**src/rtl/vdp_pkg.sv**
```systemverilog
// Shared palette-path types: YCoCg-R packed entry, palette data width, writer FSM states.
package vdp_pkg;

   localparam int PAL_DW = 24;

   typedef struct packed {
      logic       pad;
      logic [6:0] y;
      logic [7:0] co;
      logic [7:0] cg;
   } ycocg_t;

   typedef enum logic [1:0] {
      IDLE  = 2'd0,
      DRAIN = 2'd1,
      CLEAR = 2'd2
   } wr_state_t;

endpackage

```
**src/rtl/rgb_to_ycocg.sv**
```systemverilog
// Three-stage lossless RGB -> YCoCg-R converter on 7-bit components.
// The whole pipeline freezes while stall is high; the index rides along with the data.
module rgb_to_ycocg
   import vdp_pkg::*;
#(
   parameter int AW = 8
) (
   input  logic              clk,
   input  logic              rst_n,
   input  logic              stall,
   input  logic              in_valid,
   input  logic [AW-1:0]     in_index,
   input  logic [PAL_DW-1:0] in_rgb,
   output logic              out_valid,
   output logic [AW-1:0]     out_index,
   output ycocg_t            out_data,
   output logic              any_valid
);

   logic [7:0]    r7, g7, b7;
   logic [7:0]    co_next, co_half, tmp_next, cg_next, cg_half, y_next;
   logic          unused_lsbs;

   logic          s1_valid_reg, s2_valid_reg, s3_valid_reg;
   logic [AW-1:0] s1_index_reg, s2_index_reg, s3_index_reg;
   logic [7:0]    s1_co_reg, s1_g_reg, s1_b_reg;
   logic [7:0]    s2_co_reg, s2_tmp_reg, s2_cg_reg;
   ycocg_t        s3_data_reg;

   // Colour LSBs are dropped by the 7-bit transform.
   assign unused_lsbs = ^{in_rgb[16], in_rgb[8], in_rgb[0]};

   assign r7 = {1'b0, in_rgb[23:17]};
   assign g7 = {1'b0, in_rgb[15:9]};
   assign b7 = {1'b0, in_rgb[7:1]};

   // Arithmetic shifts written as explicit sign replication so mixed-sign
   // expressions cannot silently turn them into logical shifts.
   always_comb begin
      co_next  = r7 - b7;
      co_half  = {s1_co_reg[7], s1_co_reg[7:1]};
      tmp_next = s1_b_reg + co_half;
      cg_next  = s1_g_reg - tmp_next;
      cg_half  = {s2_cg_reg[7], s2_cg_reg[7:1]};
      y_next   = s2_tmp_reg + cg_half;
   end

   always_ff @(posedge clk or negedge rst_n) begin
      if (!rst_n) begin
         s1_valid_reg <= 1'b0;
         s2_valid_reg <= 1'b0;
         s3_valid_reg <= 1'b0;
         s1_index_reg <= '0;
         s2_index_reg <= '0;
         s3_index_reg <= '0;
         s1_co_reg    <= '0;
         s1_g_reg     <= '0;
         s1_b_reg     <= '0;
         s2_co_reg    <= '0;
         s2_tmp_reg   <= '0;
         s2_cg_reg    <= '0;
         s3_data_reg  <= '0;
      end else if (!stall) begin
         s1_valid_reg <= in_valid;
         s1_index_reg <= in_index;
         s1_co_reg    <= co_next;
         s1_g_reg     <= g7;
         s1_b_reg     <= b7;

         s2_valid_reg <= s1_valid_reg;
         s2_index_reg <= s1_index_reg;
         s2_co_reg    <= s1_co_reg;
         s2_tmp_reg   <= tmp_next;
         s2_cg_reg    <= cg_next;

         s3_valid_reg <= s2_valid_reg;
         s3_index_reg <= s2_index_reg;
         s3_data_reg  <= '{pad: 1'b0, y: y_next[6:0], co: s2_co_reg, cg: s2_cg_reg};
      end
   end

   assign out_valid = s3_valid_reg;
   assign out_index = s3_index_reg;
   assign out_data  = s3_data_reg;
   assign any_valid = s1_valid_reg | s2_valid_reg | s3_valid_reg;

endmodule

```
**src/rtl/palette_writer.sv**
```systemverilog
// Palette write engine: converts incoming RGB entries to YCoCg-R and writes them during
// blanking, or sweeps the whole palette to black on request.
module palette_writer
   import vdp_pkg::*;
#(
   parameter int PAL_AW = 8
) (
   input  logic              clk_pix,
   input  logic              rst_pix_n,
   input  logic              blank,
   input  logic              s_valid,
   output logic              s_ready,
   input  logic [PAL_AW-1:0] s_index,
   input  logic [PAL_DW-1:0] s_rgb,
   input  logic              clear_req,
   output logic              clear_done,
   output logic              busy,
   output logic              pal_we,
   output logic [PAL_AW-1:0] pal_addr,
   output logic [PAL_DW-1:0] pal_data
);

   localparam logic [PAL_AW-1:0] LAST_ADDR = {PAL_AW{1'b1}};

   wr_state_t         state_reg, state_next;
   logic [PAL_AW-1:0] cnt_reg, cnt_next;
   logic              run_reg;

   logic              stall, accept;
   logic              pipe_valid, pipe_any;
   logic [PAL_AW-1:0] pipe_index;
   ycocg_t            pipe_data;

   assign stall   = pipe_valid & ~blank;
   // run_reg keeps s_ready low until the first edge after reset release.
   assign s_ready = run_reg & (state_reg == IDLE) & ~stall;
   assign accept  = s_valid & s_ready;
   assign busy    = pipe_any | (state_reg != IDLE);

   rgb_to_ycocg #(.AW(PAL_AW)) u_conv (
      .clk       (clk_pix),
      .rst_n     (rst_pix_n),
      .stall     (stall),
      .in_valid  (accept),
      .in_index  (s_index),
      .in_rgb    (s_rgb),
      .out_valid (pipe_valid),
      .out_index (pipe_index),
      .out_data  (pipe_data),
      .any_valid (pipe_any)
   );

   always_ff @(posedge clk_pix or negedge rst_pix_n) begin
      if (!rst_pix_n) begin
         state_reg <= IDLE;
         cnt_reg   <= '0;
         run_reg   <= 1'b0;
      end else begin
         state_reg <= state_next;
         cnt_reg   <= cnt_next;
         run_reg   <= 1'b1;
      end
   end

   always_comb begin
      state_next = state_reg;
      cnt_next   = cnt_reg;
      clear_done = 1'b0;
      pal_we     = 1'b0;
      pal_addr   = pipe_index;
      pal_data   = pipe_data;
      case (state_reg)
         IDLE: begin
            pal_we = pipe_valid & blank;
            if (clear_req) state_next = DRAIN;
         end
         DRAIN: begin
            pal_we = pipe_valid & blank;
            if (!pipe_any) state_next = CLEAR;
         end
         CLEAR: begin
            pal_addr = cnt_reg;
            pal_data = '0;
            if (blank) begin
               pal_we   = 1'b1;
               cnt_next = cnt_reg + 1'b1;
               if (cnt_reg == LAST_ADDR) begin
                  clear_done = 1'b1;
                  state_next = IDLE;
               end
            end
         end
         default: state_next = IDLE;
      endcase
   end

endmodule
```
**config.mk**
```make
export PLATFORM = sky130hd
export DESIGN_NAME = palette_writer
export DESIGN_NICKNAME = d
export VERILOG_FILES = /design/src/rtl/vdp_pkg.sv /design/src/rtl/rgb_to_ycocg.sv /design/src/rtl/palette_writer.sv
export SDC_FILE = /design/constraint.sdc
export NUM_CORES = 1
export LEC_CHECK = 0
export CORE_ASPECT_RATIO = 0.8
export CORE_UTILIZATION = 45
export CTS_CLUSTER_SIZE = 25
export DETAILED_ROUTE_END_ITERATION = 16
export PLACE_DENSITY = 0.64
export RECOVER_POWER = 100
export SLEW_MARGIN = 10
export SYNTH_ARGS = -nofsm -noshare
export SYNTH_HDL_FRONTEND = slang
export SYNTH_HIERARCHICAL = 1
export SYNTH_SLANG_ARGS = --single-unit
export TNS_END_PERCENT = 10
```
**constraint.sdc**
```tcl
create_clock -name clk_pix -period 4.33 [get_ports clk_pix]
set_input_delay 0.433 -clock clk_pix [delete_from_list [all_inputs] [get_ports clk_pix]]
set_output_delay 0.433 -clock clk_pix [all_outputs]
set_load 0.05 [all_outputs]
```
# Word level (Yosys, flattened, before mapping)
# Cells that the tools add are included.
[classes]
addsub = 5
mul = 0
div_mod_pow = 0
order_cmp = 0
eq_ne = 7
shift = 0
mux = 12
n_bitwise = 10
n_reduce_logical = 5
[ops]
columns = ["operator", "n"]
rows = [
  ["23-bit two-way mux", 1],
  ["7-bit by 8-bit adder with 8-bit output", 1],
  ["8-bit by 1-bit adder with 8-bit output, second input constant", 1],
  ["8-bit == test, second input constant", 1],
  ["2-bit two-way mux", 4],
  ["8-bit two-way mux", 1],
  ["2-bit inequality test, second input constant", 4],
  ["7-bit by 7-bit subtractor with 8-bit output", 1],
  ["7-bit by 8-bit subtractor with 8-bit output", 1],
  ["7-bit adder", 1],
  ["2-bit one-hot mux with 3 select lines", 1],
  ["1-bit bitwise AND", 5],
  ["1-bit two-way mux", 4],
  ["4-bit AND reduction", 1],
  ["1-bit OR", 3],
  ["2-bit by 1-bit == test with 1-bit output, second input constant", 1],
  ["2-bit == test, second input constant", 1],
  ["2-bit logical NOT", 1],
  ["1-bit NOT", 2],
  ["1-bit one-hot mux with 2 select lines", 1],
  ["2-bit AND reduction", 1],
  ["2-bit nonzero test", 1],
  ["2-bit OR reduction", 1],
]
[totals]
ff_bits = 106
latchBits = 0
ramBits = 0
mem_bits_ro = 0
inputBits = 37
out_inout_bits = 36
elab_cells = 57
memories = 0

# Longest topological paths before layout
[depth]
depth_word = 5
ltp_mapped = 13
ltp_nobuf = 13

# Hierarchy
# Netlist, hierarchy kept.
[modules_own_cells]
columns = ["mod", "n_inst", "cells_each", "area_per_inst_um2", "seq_area_each_um2"]
rows = [
  ["rgb_to_ycocg", 1, 390, 4649.5, 2377.3],
  ["palette_writer", 1, 101, 810.8, 275.3],
]

# Worst setup path after synthesis
# Ideal clock, no wire load.
[synth_path]
path_kind = "register -> register"
startpoint = "register u_conv.s1_co_reg[1]"
endpoint = "register u_conv.s2_cg_reg[6]"
setup_ns = 0.125
t_arrival_ns = 2.917
required_ns = 4.205
setup_slack_ns = 1.288
stages_incl_launch_ff = 11
path_buffers = 0
period_less_slack_ns = 3.042
cell_sequence = "dfrtp_1 ha_1 fa_1 inv_1 fa_1 a211oi_2 a32oi_1 maj3_2 maj3_2 xor2_1 mux2_2"
[synth_via]
elab_chain_cells = 2
[synth_rtl]
columns = ["element", "line_no", "text"]
rows = [
  ["from (decl)", "rgb_to_ycocg.sv:26", "logic [7:0] s1_co_reg, s1_g_reg, s1_b_reg;"],
  ["from (signal assigned)", "rgb_to_ycocg.sv:66", "s1_co_reg <= co_next;"],
  ["7-bit by 8-bit adder with 8-bit output", "rgb_to_ycocg.sv:42", "tmp_next = s1_b_reg + co_half;"],
  ["net u_conv.tmp_next[1]", "rgb_to_ycocg.sv:21", "logic [7:0] co_next, co_half, tmp_next, cg_next, cg_half, y_next;"],
  ["7-bit by 8-bit subtractor with 8-bit output", "rgb_to_ycocg.sv:43", "cg_next = s1_g_reg - tmp_next;"],
  ["to (signal assigned)", "rgb_to_ycocg.sv:74", "s2_cg_reg <= cg_next;"],
  ["to (decl)", "rgb_to_ycocg.sv:27", "logic [7:0] s2_co_reg, s2_tmp_reg, s2_cg_reg;"],
]
# The timed path passes the listed nets, and every way through them passes these cells.
# A chain may end at the register's enable or synchronous reset.

# Worst setup path in the final report
# Same ends and word-level chain as after synthesis.

==> impl_metrics.ini <==
[timing]
max-slew-margin-rel_pct = -26.3
hold_viol_final = 0
final-max-slew-violation-count = 109
clock.fmax_mhz = 294
tns_ps = 0
final.min_clock_period_ps = 3400
tightest_slew_ps = 1890
rsz0062_at_grt = false
setup_viol = 0
fin_skew_ps = 5.87
fin_crit_sh_pct = 78.5

[worst_setup_path]
crit_buf_inv = 1
ff2ff_setup_slack_ps = 930
slowest_stage = fa_1
arrival_ps = 3630
worstPathCellList = ha_1 -> fa_1 -> inv_1 -> fa_1 -> a211oi_1 -> a32oi_1 -> maj3_2 -> maj3_2 -> xor2_1 -> mux2_2
crit_family = adder cells
slowest_delay_ps = 520
cp-end-kind = flip-flop
cp_max_fo = 4
critPathKind = reg -> reg
required_ps = 4560
startpoint_type = flip-flop

[floorplanning]
die_h_microns = 101
core_area_sq_um = 11600
pin_count = 73
rows = 35
start_util_pct = 46.9
dieArea_sq_um = 12600
die_w_microns = 125

[logic_synthesis]
synth_top_family_by_area = multiplexers
syn_nets = 557
synth_seq_cells = 106
async_flop_share_pct = 100
ys_warn_count = 6
synthCells = 491
netlist_area_sq_um = 5460
yosysTopAreaCellShare_pct = 48.6
syn_avg_cell_area_sq_um = 11.1
synthXorXnorAreaFrac_pct = 4.17
synthTopCellsByArea = dfrtp_1 (49%), mux2_2 (13%), ha_1 (5.7%)
synthFlopType = dfrtp_1
yosys.area_share.simple_pct = 12.8
synthAdderAreaFrac_pct = 7.61
synth_mux_area_share_pct = 14.0
synth.largest_area_cell = dfrtp_1
synth_edf_count = 0
yosys.cell_types.count = 57
synth_compound_area_share_pct = 8.52
yosysSeqAreaShare_pct = 48.6

[detailed_routing]
vias = 3593
dr.pass1.iters = 6
routed_via_density = 5.10
drt_iter0_drc = 192
drc = 0
routed_wl_mm = 10.2
ant_nets = 0
wl_per_cell_microns = 14.4

[layout]
largest_reg_flops = 23
final_util_pct = 56.0
diodes = 0
nets = 617
areaGrowthSynthToFinish_pct = 19.4
stdcell_area_sq_um = 6520
fill_cells = 1036
drive_gt1_share_pct = 16.9
instances_no_fill = 704

[power]
power.density_nw_per_um2 = 769
power.total_w = 0.00501
vdd_drop_max_uv = 397
leakage_nw = 2.85

[min_path]
hold_class = reg -> reg

[clock_tree]
cts_setup_buffers = 0
cts_root_buf = clkbuf_16
cts_tree = built
htreeDepth = 3
cts.repair.resized = 0
insertion_delay_ps = 340
cts_inserted_buffers = 9
clkTransAtPathRegs_ps = 70
clockBufferDepth = 2
cts_num_sinks = 106
hold_buffers = 0

[global_routing]
antenna_found_initial = 0
grt_pass1_wl_mm = 17.4
track_usage_pct = 17.6
grt_pass1_vias = 3515
grt_max_degree = 72
grt-ovfl-total = 0

[placement]
place_hpwl_mm = 7.33
gp_congestion = 0.825
place_inst = 688
placed_cell_area_sq_um = 6230
port_buffers = 68

[job]
cap_violations = 2

[status]
outcome = finished with violations
violations = capacitance limit, slew limit
==> final timing paths <==
path | start | end | cells after the start
worst min-delay path | u_conv/out_data[20] | u_conv/out_data[20] | 2
worst max register to register | u_conv/s1_co_reg[1] | u_conv/s2_cg_reg[6] | 10
worst min register to register | u_conv/out_data[20] | u_conv/out_data[20] | 2
max in group asynchronous | rst_pix_n | u_conv/s1_b_reg[4] | 2
worst max-delay path | u_conv/s1_co_reg[1] | u_conv/s2_cg_reg[6] | 10
min in group asynchronous | rst_pix_n | u_conv/out_data[7] | 1
==> logic make-up (layout without fill, tap and decap cells) <==
| family | Yosys count | count (layout) |
|---|---|---|
| and+or+nand+nor | 136 | 136 |
| DFF | 106 | 106 |
| AOI/OAI and AO/OA | 73 | 73 |
| muxes | 68 | 68 |
| buffers and inverters | 49 | 114 |
| adders and majority gates | 31 | 31 |
| xor gates and xnor gates | 26 | 26 |
| other | 2 | 2 |
==> final cells by class <==
type | count | area [sq um] | area share, %
clock buffer | 10 | 229 | 3.51
clock inverter | 6 | 91.3 | 1.40
inverter | 25 | 93.8 | 1.44
multi-input combinational | 336 | 2560 | 39.3
sequential | 106 | 2650 | 40.7
tap | 148 | 185 | 2.84
timing repair buffer | 73 | 703 | 10.8
==> cells in the mapped netlist (4+ instances only) <==
master	n
fa_1	4
mux2_2	65
xnor2_1	14
nor2_1	12
nor3_1	4
o31ai_1	6
a21oi_1	14
ha_1	25
o21ai_0	34
nand2_1	59
nor2b_1	4
and2_1	26
dfrtp_1	106
buf_6	5
nand3_1	4
xor2_1	12
inv_1	24
nand2b_1	5
clkbuf_1	13
==> worst reg2reg max path: stages, from the launching register on <==
cell and delay [ps]:
dfrtp_1 410, ha_1 260, fa_1 520, inv_1 90
fa_1 440, a211oi_1 300, a32oi_1 220, maj3_2 340
maj3_2 310, xor2_1 140, mux2_2 250
==> layer usage <==
metal | track usage [%] | share of wire [%] | vias to the layer above
li1 | - | - | 1791
met1 | 25.1 | 50 | 1719
met2 | 26.9 | 45 | 69
met3 | 3.82 | 3.7 | 14
met5 | 0 | 0 | -
met4 | 5.72 | 1.5 | 0
==> metrics by stage <==
stage	hold WS, ps	worst slack [ps]
6_report	485	932
5_1_grt	508	555
4_1_cts	249	1030
3_5_place_dp	471	1050
3_3_place_gp	457	1100
2_1_floorplan	137	1290
==> where the power goes <==
part	internal [W]	switching [W]
clock	0.000509	0.000356
sequential	0.00133	0.000228
combinational	0.00105	0.00154
==> cells in the final DEF, fill, tap and decap left out, drive strengths merged, types with 4 or more instances in the layout <==
master	count
o31ai	6
nand2	59
and2	26
xnor2	14
nor2b	4
clkinv	5
clkbuf	14
nor2	12
ha	25
dfrtp	106
nand2b	5
xor2	12
fa	4
clkdlybuf4s50	29
inv	24
dlygate4sd3	38
and3	5
nor3	6
o21ai	35
mux2	65
nand3	4
a21oi	14
No activity file was read; power rests on OpenSTA's default activity.
